### src/rtl/clk_div_prog.sv
// clk_div_prog: multi-channel programmable clock divider with glitch-free start/stop and common sync
module clk_div_prog #(
    parameter int NUM_CH      = 4,
    parameter int DIV_W       = 8,
    parameter int DEFAULT_DIV = 2
) (
    input  logic                    clk,
    input  logic                    reset,
    input  logic [NUM_CH-1:0]       en,
    input  logic [NUM_CH-1:0]       cfg_load,
    input  logic [NUM_CH*DIV_W-1:0] div_cfg,
    input  logic                    sync,
    output logic [NUM_CH-1:0]       clk_out,
    output logic [NUM_CH-1:0]       tick,
    output logic [NUM_CH-1:0]       busy,
    output logic [NUM_CH*DIV_W-1:0] cur_div
);
    typedef enum logic {IDLE, RUN} state_e;
    for (genvar g = 0; g < NUM_CH; g++) begin : g_ch
        state_e           state_q, state_d;
        logic [DIV_W-1:0] cnt_q, cnt_d, cur_div_q, cur_div_d, pdiv_q, pdiv_d, cfg_c, nxt_div;
        logic [DIV_W:0]   half;
        logic             pend_q, pend_d, tick_q, tick_d, clk_out_q, clk_out_d, bnd, start, stop;
        always_comb begin
            cfg_c     = div_cfg[g*DIV_W +: DIV_W] < DIV_W'(2) ? DIV_W'(2) : div_cfg[g*DIV_W +: DIV_W];
            nxt_div   = pend_q ? pdiv_q : cur_div_q;
            bnd       = cnt_q == cur_div_q - DIV_W'(1);
            start     = en[g] && (state_q == IDLE || sync || bnd);
            stop      = state_q == RUN && !en[g] && (sync || bnd);
            state_d   = state_q;
            cnt_d     = cnt_q + DIV_W'(1);
            cur_div_d = cur_div_q;
            pend_d    = pend_q;
            pdiv_d    = pdiv_q;
            tick_d    = 1'b0;
            if (start) begin
                state_d   = RUN;
                cnt_d     = '0;
                cur_div_d = nxt_div;
                pend_d    = 1'b0;
                tick_d    = 1'b1;
            end else if (stop || state_q == IDLE) begin
                state_d   = IDLE;
                cnt_d     = '0;
                cur_div_d = cfg_load[g] ? cfg_c : nxt_div;
                pend_d    = 1'b0;
            end
            // a running channel only stages the new divisor until its next period start
            if (cfg_load[g] && state_d == RUN) begin
                pend_d = 1'b1;
                pdiv_d = cfg_c;
            end
            half      = ({1'b0, cur_div_d} + (DIV_W+1)'(1)) >> 1;
            clk_out_d = state_d == RUN && {1'b0, cnt_d} < half;
        end
        always_ff @(posedge clk) begin
            if (reset) begin
                state_q   <= IDLE;
                cnt_q     <= '0;
                cur_div_q <= DIV_W'(DEFAULT_DIV);
                pdiv_q    <= DIV_W'(DEFAULT_DIV);
                pend_q    <= 1'b0;
                tick_q    <= 1'b0;
                clk_out_q <= 1'b0;
            end else begin
                state_q   <= state_d;
                cnt_q     <= cnt_d;
                cur_div_q <= cur_div_d;
                pdiv_q    <= pdiv_d;
                pend_q    <= pend_d;
                tick_q    <= tick_d;
                clk_out_q <= clk_out_d;
            end
        end
        assign clk_out[g]                  = clk_out_q;
        assign tick[g]                     = tick_q;
        assign busy[g]                     = state_q == RUN;
        assign cur_div[g*DIV_W +: DIV_W]   = cur_div_q;
    end
endmodule

### config.mk
export PLATFORM = sky130hd
export DESIGN_NAME = clk_div_prog
export DESIGN_NICKNAME = d
export VERILOG_FILES = /design/src/rtl/clk_div_prog.sv
export SDC_FILE = /design/constraint.sdc
export NUM_CORES = 1
export LEC_CHECK = 0
export BUFFER_PORTS_ARGS = -buffer_cell sky130_fd_sc_hd__buf_2
export CAP_MARGIN = 20
export CORE_MARGIN = 4
export CORE_UTILIZATION = 64
export DETAILED_ROUTE_END_ITERATION = 10
export PLACE_DENSITY = 0.86
export RECOVER_POWER = 25
export SLEW_MARGIN = 15
export SYNTH_ARGS = -nofsm -noshare
export SYNTH_HDL_FRONTEND = slang
export SYNTH_SLANG_ARGS = --single-unit
export TNS_END_PERCENT = 100
### constraint.sdc
create_clock -name clk -period 12.8 [get_ports clk]
set_input_delay 1.28 -clock clk [delete_from_list [all_inputs] [get_ports clk]]
set_output_delay 1.28 -clock clk [all_outputs]
set_load 0.02 [all_outputs]
After elaboration in Yosys (flattened, before gate mapping). Cells that the tools add are included. W data, S select, Z words.

Bits in registers: 112. Output and inout port bits: 44. Logic and storage cells: 152.

Add/subtract/negate cells: 12. Magnitude comparators: 8. Equal/unequal tests: 4. Muxes and demuxes: 52. Bitwise logic cells: 4. Reduce and logical (&&, ||, !) cells: 44.

Operators by type and width (number): $mux W8 (28); $add A8 B1 Y9 const B (4); $add A8 B1 Y8 const B (4); $eq A8 B8 Y1 (4); $lt A8 B2 Y1 const B (4); $lt A8 B8 Y1 (4); $sub A8 B1 Y8 const B (4); $mux W1 (24); $logic_and A1 B1 Y1 (20); $logic_or A1 B1 Y1 (16); $reduce_bool A3 Y1 (4); $logic_not A1 Y1 (4); $not A1 Y1 (4).

Depth between registers and ports, before layout. Gate-level depths: netlist of the first run.

Depth after elaboration: 10. Mapped depth: 21. Mapped depth without buffers: 19.

Worst setup path after synthesis of the first run. No wires, ideal clock.

Kind: register -> register. Start point: register g_ch[0].cur_div_q[0]. End point: register g_ch[0].clk_out_q. Library setup time: 0.058 ns. Arrival: 4.396 ns. Required time: 12.742 ns. Slack: 8.346 ns. Cell stages (with the launch flop): 22. Buffers on the path: 2. Path through: dfxtp_1 > buf_6 > inv_1 > ha_1 > or3b_1 > nor4_1 > o22ai_1 > a2111oi_4 > nand2b_1 > buf_2 > a22oi_1 > inv_1 > ha_1 > nand2_1 > mux2_4 > nor4_4 > xnor2_1 > ha_1 > a21o_1 > a21o_1 > a2111oi_0 > o21a_1.

Word-level cells in the longest chain between the ends: 10. Elaborated cells on any way between the ends: 18. Classes of those cells: add/sub: 2; order compare: 1; eq/ne: 1; mux: 8; reduce/logical: 6.

RTL lines: start: declaration (RTL line 21) `logic [DIV_W-1:0] cnt_q, cnt_d, cur_div_q, cur_div_d, pdiv_q, pdiv_d, cfg_c, nxt_div;`; start signal: assignment (RTL line 60) `cur_div_q <= DIV_W'(DEFAULT_DIV);`; start signal: assignment (RTL line 68) `cur_div_q <= cur_div_d;`; $sub A8 B1 Y8 * (RTL line 27) `bnd = cnt_q == cur_div_q - DIV_W'(1);`; $eq A8 B8 Y1 * (RTL line 27); $logic_or A1 B1 Y1 (RTL line 29) `stop = state_q == RUN && !en[g] && (sync || bnd);`; $logic_and A1 B1 Y1 (RTL line 29); $logic_or A1 B1 Y1 (RTL line 42) `end else if (stop || state_q == IDLE) begin`; $mux W8 (RTL line 42); $mux W8 * (RTL line 36) `if (start) begin`; named net g_ch[0].cur_div_d[1] (RTL line 21); $add A8 B1 Y9 * (RTL line 53) `half = ({1'b0, cur_div_d} + (DIV_W+1)'(1)) >> 1;`; $lt A8 B8 Y1 * (RTL line 54) `clk_out_d = state_d == RUN && {1'b0, cnt_d} < half;`; $logic_and A1 B1 Y1 * (RTL line 54); end signal: assignment (RTL line 72) `clk_out_q <= clk_out_d;`; end: declaration (RTL line 23) `logic pend_q, pend_d, tick_q, tick_d, clk_out_q, clk_out_d, bnd, start, stop;`.

The timed path passes the listed nets; every way through them passes the cells marked *. A chain may end at the register's enable or synchronous reset.

Worst setup path after layout of the first run. Same ends and word-level chain as after synthesis.

==> results of run 1 <==
==> synth_stat cells (all sizes together) (13+ instances only) <==
library cell	count	share of area, %
buf	29	2.5
xnor2	38	4.4
nand2	49	2.5
mux2i	47	6.2
nor2	119	5.9
dfxtp	112	30
ha	40	6.6
and3	13	1.1
o22ai	13	1.1
nor2b	22	1.8
o21ai	24	1.8
clkbuf	33	1.6
inv	26	1.3
nand2b	18	1.5
nor3	47	3.4
a21oi	45	3.0
xor2	46	5.3
nand3	29	1.9
==> final timing paths <==
| check | from | end | slack [ns] |
|---|---|---|---|
| worst max-delay path | g_ch[0].cur_div_q[0] | g_ch[0].clk_out_q | 7.64 |
| worst min-delay path | g_ch[2].pdiv_q[0] | g_ch[2].pdiv_q[0] | 0.46 |
| worst max register to register | g_ch[0].cur_div_q[0] | g_ch[0].clk_out_q | 7.64 |
| worst min register to register | g_ch[2].pdiv_q[0] | g_ch[2].pdiv_q[0] | 0.46 |
==> logic make-up after synthesis <==
| logic type | after synthesis | synth area share, % |
|---|---|---|
| adder cells (fa/ha/maj) | 40 | 6.61 |
| AND/OR/NAND/NOR | 362 | 24.8 |
| XOR/XNOR | 84 | 9.72 |
| multiplexers | 50 | 6.71 |
| AO/OA/AOI/OAI | 181 | 17.1 |
| buffers and inverters | 88 | 5.42 |
| flip-flops | 112 | 29.6 |
==> final cells by class <==
cell class | count | share of cell area (%)
clock inverters | 2 | 0.476
multi-input cells | 717 | 60.4
well taps | 143 | 2.20
inverters | 26 | 1.20
flip-flops and latches | 112 | 27.5
clock buffers | 13 | 3.20
repair buffers | 89 | 4.99
==> flip-flops by register name, indices dropped and copies added, names as in the netlist <==
signal          flops
g_ch.tick_q         4
g_ch.state_q        4
g_ch.cur_div_q     32
g_ch.cnt_q         32
g_ch.clk_out_q      4
g_ch.pdiv_q        32
g_ch.pend_q         4
==> stage by stage <==
stage,total power (W),setup slack (ns),std cells,area [um^2]
floorplan,0.000549,8.35,917,7570
global placement,0.000593,7.89,1087,7900
detailed placement,0.000598,7.73,1087,7900
CTS,0.000887,7.68,1102,8190
global route,0.000921,7.18,1102,8150
finish,0.000879,7.64,1102,8150
==> power groups by stage <==
stage	Sequential [W]	Clock (W)	Combinational [W]
2_1_floorplan	0.000396	0	0.000152
3_3_place_gp	0.000399	0	0.000194
3_5_place_dp	0.000400	0	0.000198
4_1_cts	0.000392	0.000294	0.000201
5_1_grt	0.000395	0.000305	0.000221
6_report	0.000393	0.000287	0.000199
==> per-layer routing <==
| metal | up-vias | global-route usage [%] | part of all wire [%] |
|---|---|---|---|
| met5 | - | 0 | 0 |
| met4 | 0 | 7.42 | 1.7 |
| met3 | 35 | 5.65 | 5.2 |
| met2 | 220 | 43.8 | 47 |
| met1 | 3220 | 36.3 | 47 |
| li1 | 3347 | - | - |
==> tightest hold or removal path, delay by kind of cell (launching register included) <==
kind / cells / cell delay (ns)
DFF: 1 / 0.31
and+or+nand+nor: 1 / 0.05
AOI/OAI and AO/OA: 1 / 0.05
==> results.ini, run 1 <==
[status]
status = finished clean

[grt]
first_global_vias = 6506
grt_use_total_pct = 26.9
grt-ovfl-total = 0
grt_pass1_wl_um = 30000
grt_max_degree = 61
antenna_found_initial = 0

[hold_path]
hold_depth = 2
hold_class = reg2reg

[job]
drv_cap = 0

[layout]
fillCellCount = 975
mostFrequentLayoutCells = nor2_1 (118), dfxtp_1 (112), nand2_1 (48), mux2i_1 (47)
finalNetCount = 1038
antenna_cells = 0
layout-drive-gt1-share_pct = 9.38
multi_input_area_mm2 = 0.00492
finish.utilization_pct = 70.7
syn_to_final_growth_pct = 7.60
seqCellArea_mm2 = 0.00224
final_common_cell = nor2_1

[clock_tree]
clk_path_buf_depth = 2
clock_latency_ns = 0.35
clkSlewWorstSetupHoldPaths_ns = 0.07
cts_inserted_buffers = 9
cts.sinks = 112
cts_resized = 0
tritoncts = built
ctsHoldBuffers = 0
htree_num_levels = 3
clock-root-buffer = clkbuf_16
post_cts_buffers = 0

[yosys]
syn-cell-area_mm2 = 0.00757
synthDistinctLibCells = 79
synth_edf_count = 0
yosysWarnings = 0
synth_area_per_cell_um2 = 8.25
ys_ff_latch = 112
synth_flop_cell = dfxtp_1
synthArstFlopShare_pct = 0
ys_seq_area_share_pct = 29.6
synth_cells = 917
syn_nets = 1000

[timing]
finalSetupViolations = 0
maxSlewHeadroom_pct = 30.5
grt_setup_unrepaired = no
setup_tns_ns = 0
drv_slew = 0
finalClockSkew_ns = 0.0106
layout_worst_path_cycle_share_pct = 40.3
worst_pin_slew_ns = 1.03
whs_ns = 0.458
final-hold-violation-count = 0
fmax_mhz = 194
final.min_clock_period_ns = 5.16

[setup_path]
crit_type = reg2reg
worstRegToRegCells = 19
end_kind = flop
cp_max_fo = 19
cpMaxStageDelayCell = nand2b_1
critical_path.cell_chain = inv_1 > ha_1 > or3b_1 > nor4_1 > o22ai_1 > a2111oi_4 > nand2b_1 > a22oi_1 > inv_1 > ha_1 > nand2_1 > mux2_4 > nor4_4 > xnor2_1 > ha_1 > a21o_1 > a21o_1 > a2111oi_0 > o21a_1
startpoint_type = flop
crit_cells = 19
slowest_delay_ns = 0.56
crit_required_ns = 13.09
cpLargestDelayFamily = simple AND/OR/NAND/NOR gates
path_common_cell = ha_1
crit_buf_inv = 2
crit_arrival_ns = 5.46

[floorplan]
num_rows = 39
pin_count = 87
initial_core_util_pct = 65.7
die-area_mm2 = 0.0136
core_area_mm2 = 0.0115
die_h_um = 117
die_x_um = 117

[pwr]
swShare_pct = 30.9
p_seq_share_pct = 44.7
power_density_mw_per_mm2 = 108
p_switching_w = 0.000272
leakage_nw = 3.31
combPwrFrac_pct = 22.7
p_int_w = 0.000608
clockPowerShare_pct = 32.6
vdd_drop_max_v = 0.0000858

[detailed_routing]
wirelength_um = 18100
route.detailed.drc = 0
wl_per_cell_um = 16.4
drtAntennaViolNets = 0
vias = 6822
drt-initial-drc-count = 690
vias_per_cell = 6.19
firstDrtPassIters = 5

[placement]
gp_congestion = 0.883
hpwl_um = 13200
io_buffers = 86

Power figures use the tool's default switching activity.
==> run 2: changes to the inputs <==
Settings changed: CORE_UTILIZATION 64 to 54, PLACE_DENSITY 0.86 to 0.78.
Clock period 12.8 ns to 4.6 ns, I/O delays scaled along.
==> run 2 against run 1 <==
Total power rose to 2.8 times the previous value. Final cell count rose by 4.3%. Via count rose by 0.45%. Combinational power rose to 2.9 times the previous value. Maximum frequency rose by 18%. Sequential power rose to 2.8 times the previous value. Count of clock-buffer cells in the layout fell by 3. Global-route usage fell by 4.3 points. Register-to-register slack got worse by 7.4 ns. Non-clock buffer count rose by 13. Worst setup slack got worse by 7.4 ns. Critical path depth did not move. Critical path type unchanged. Critical endpoint unchanged. Largest power group unchanged.
==> results.ini, run 2 (synthesis gave the netlist of run 1 again) <==
[status]
status = finished clean

[floorplan]
num_rows = 42
initial_core_util_pct = 56.0
die_x_um = 126
die-area_mm2 = 0.0160
pin_count = 87
die_h_um = 126
core_area_mm2 = 0.0135

[detailed_routing]
firstDrtPassIters = 5
route.detailed.drc = 0
wl_met3_um = 1030
wirelength_um = 18500
drt-initial-drc-count = 550
vias_per_cell = 5.96
wl_per_cell_um = 16.1
drtAntennaViolNets = 0
wl_met2_um = 8580
vias = 6853
drt-met1-wl_um = 8500
highest_layer = met4

[clock_tree]
cts_inserted_buffers = 9
cts.sinks = 112
clock_latency_ns = 0.36
tritoncts = built
ctsHoldBuffers = 0
htree_num_levels = 3
clock-root-buffer = clkbuf_16
clkSlewWorstSetupHoldPaths_ns = 0.07
clk_path_buf_depth = 2

[timing]
finalSetupViolations = 0
grt_setup_unrepaired = no
fmax_mhz = 228
setup_tns_ns = 0
layout_worst_path_cycle_share_pct = 95.3
maxSlewHeadroom_pct = 34.5
final-hold-violation-count = 0
finalClockSkew_ns = 0.0109
drv_slew = 0
worst_pin_slew_ns = 0.975
final.min_clock_period_ns = 4.38

[setup_path]
crit_required_ns = 4.90
worstRegToRegCells = 19
crit_type = reg2reg
r2r_setup_slack_ns = 0.22
startpoint_type = flop
crit_arrival_ns = 4.69
r2r_end = g_ch[0].clk_out_q
crit_path_start = g_ch[0].cur_div_q[1]
cp_max_fo = 5
end_kind = flop
r2r-start = g_ch[0].cur_div_q[1]

[placement]
gp_congestion = 0.886
io_buffers = 86
placed_area_mm2 = 0.00801
hpwl_um = 13600
placed_cells = 1130

[layout]
seqCellArea_mm2 = 0.00224
mostFrequentLayoutCells = nor2_1 (118), dfxtp_1 (111), buf_2 (49), nand2_1 (48), mux2i_1 (47)
antenna_cells = 0
finalNetCount = 1051
design_area_mm2 = 0.00836
final-instance-count-excl-fill = 1149
syn_to_final_growth_pct = 10.5
fillCellCount = 1167
finish.utilization_pct = 61.9
layout-drive-gt1-share_pct = 12.4
multi_input_area_mm2 = 0.00499
final_common_cell = nor2_1
reg.largest.list = g_ch.cnt_q x32, g_ch.cur_div_q x32, g_ch.pdiv_q x32

[pwr]
p_seq_share_pct = 44.0
vdd_drop_max_v = 0.000348
p_int_w = 0.00169
power_density_mw_per_mm2 = 296
combPwrFrac_pct = 23.4
clockPowerShare_pct = 32.6
leakage_nw = 3.40
swShare_pct = 31.7
p_switching_w = 0.000786

[hold_path]
hold_depth = 3
min_to = g_ch[2].pdiv_q[6]
hold_start = div_cfg[22]
hold_class = in2reg

[job]
drv_cap = 0

[grt]
grt_use_total_pct = 22.6
grt-ovfl-total = 0
grt_max_degree = 85
first_global_vias = 6435
grt_pass1_wl_um = 30500
antenna_found_initial = 0

==> run 2: cell type report <==
cell class	instances	area share, %
multi-input combinational	717	59.7
sequential	112	26.8
timing repair buffer	102	6.03
tap	176	2.63
clock buffer	10	2.86
clock inverter	6	0.808
inverter	26	1.17
==> run 2: worst max-delay path by stage <==
stage,end,depth (start not counted)
4_1_cts,g_ch[0].clk_out_q,19
3_3_place_gp,g_ch[0].clk_out_q,19
6_report,g_ch[0].clk_out_q,19
2_1_floorplan,g_ch[0].clk_out_q,21
3_5_place_dp,g_ch[0].clk_out_q,19
5_1_grt,g_ch[2].clk_out_q,16
==> run 2: worst max-delay path, cell delays in order (launching register included) <==
cell and delay [ns]:
dfxtp_1 0.35, inv_1 0.07, ha_2 0.20, or3b_4 0.41, nor4_4 0.32, o22ai_2 0.14, a2111oi_4 0.39, nand2b_4 0.22
a22oi_1 0.10, inv_1 0.08, ha_2 0.20, nand2_1 0.06, mux2_4 0.30, nor4_4 0.18, xnor2_1 0.17, ha_1 0.27
a21o_1 0.19, a21o_1 0.18, a2111oi_2 0.35, o21a_1 0.16
==> run 2: power by group through the flow <==
stage	Sequential [W]	Clock, W	Combinational (W)
2_1_floorplan	0.00110	0	0.000424
3_3_place_gp	0.00111	0	0.000558
3_5_place_dp	0.00111	0	0.000569
4_1_cts	0.00109	0.000831	0.000574
5_1_grt	0.00110	0.000875	0.000643
6_report	0.00109	0.000808	0.000581
==> run 2: per-stage QoR <==
stage                     hold WS, ns  total power, W  setup WS (ns)
after detailed placement        0.443         0.00168          0.140
after floorplan                 0.432         0.00153          0.146
after global routing            0.358         0.00261         0.0153
after CTS                       0.357         0.00249          0.103
final                           0.377         0.00248          0.216
after global placement          0.438         0.00167          0.340
==> run 2: repair_timing <==
| action | CTS | global route |
|---|---|---|
| hold endpoints to repair | 0 | 0 |
| setup buffers | 0 | 3 |
| resized for setup | 0 | 15 |
| endpoints found under the setup margin | 0 | 3 |
==> run 2: layer usage <==
metal | vias up | GRT usage (%)
met1 | 3231 | 30.6
met3 | 36 | 5.17
met2 | 195 | 35.6
met4 | 0 | 7.13
met5 | - | 0
li1 | 3391 | -
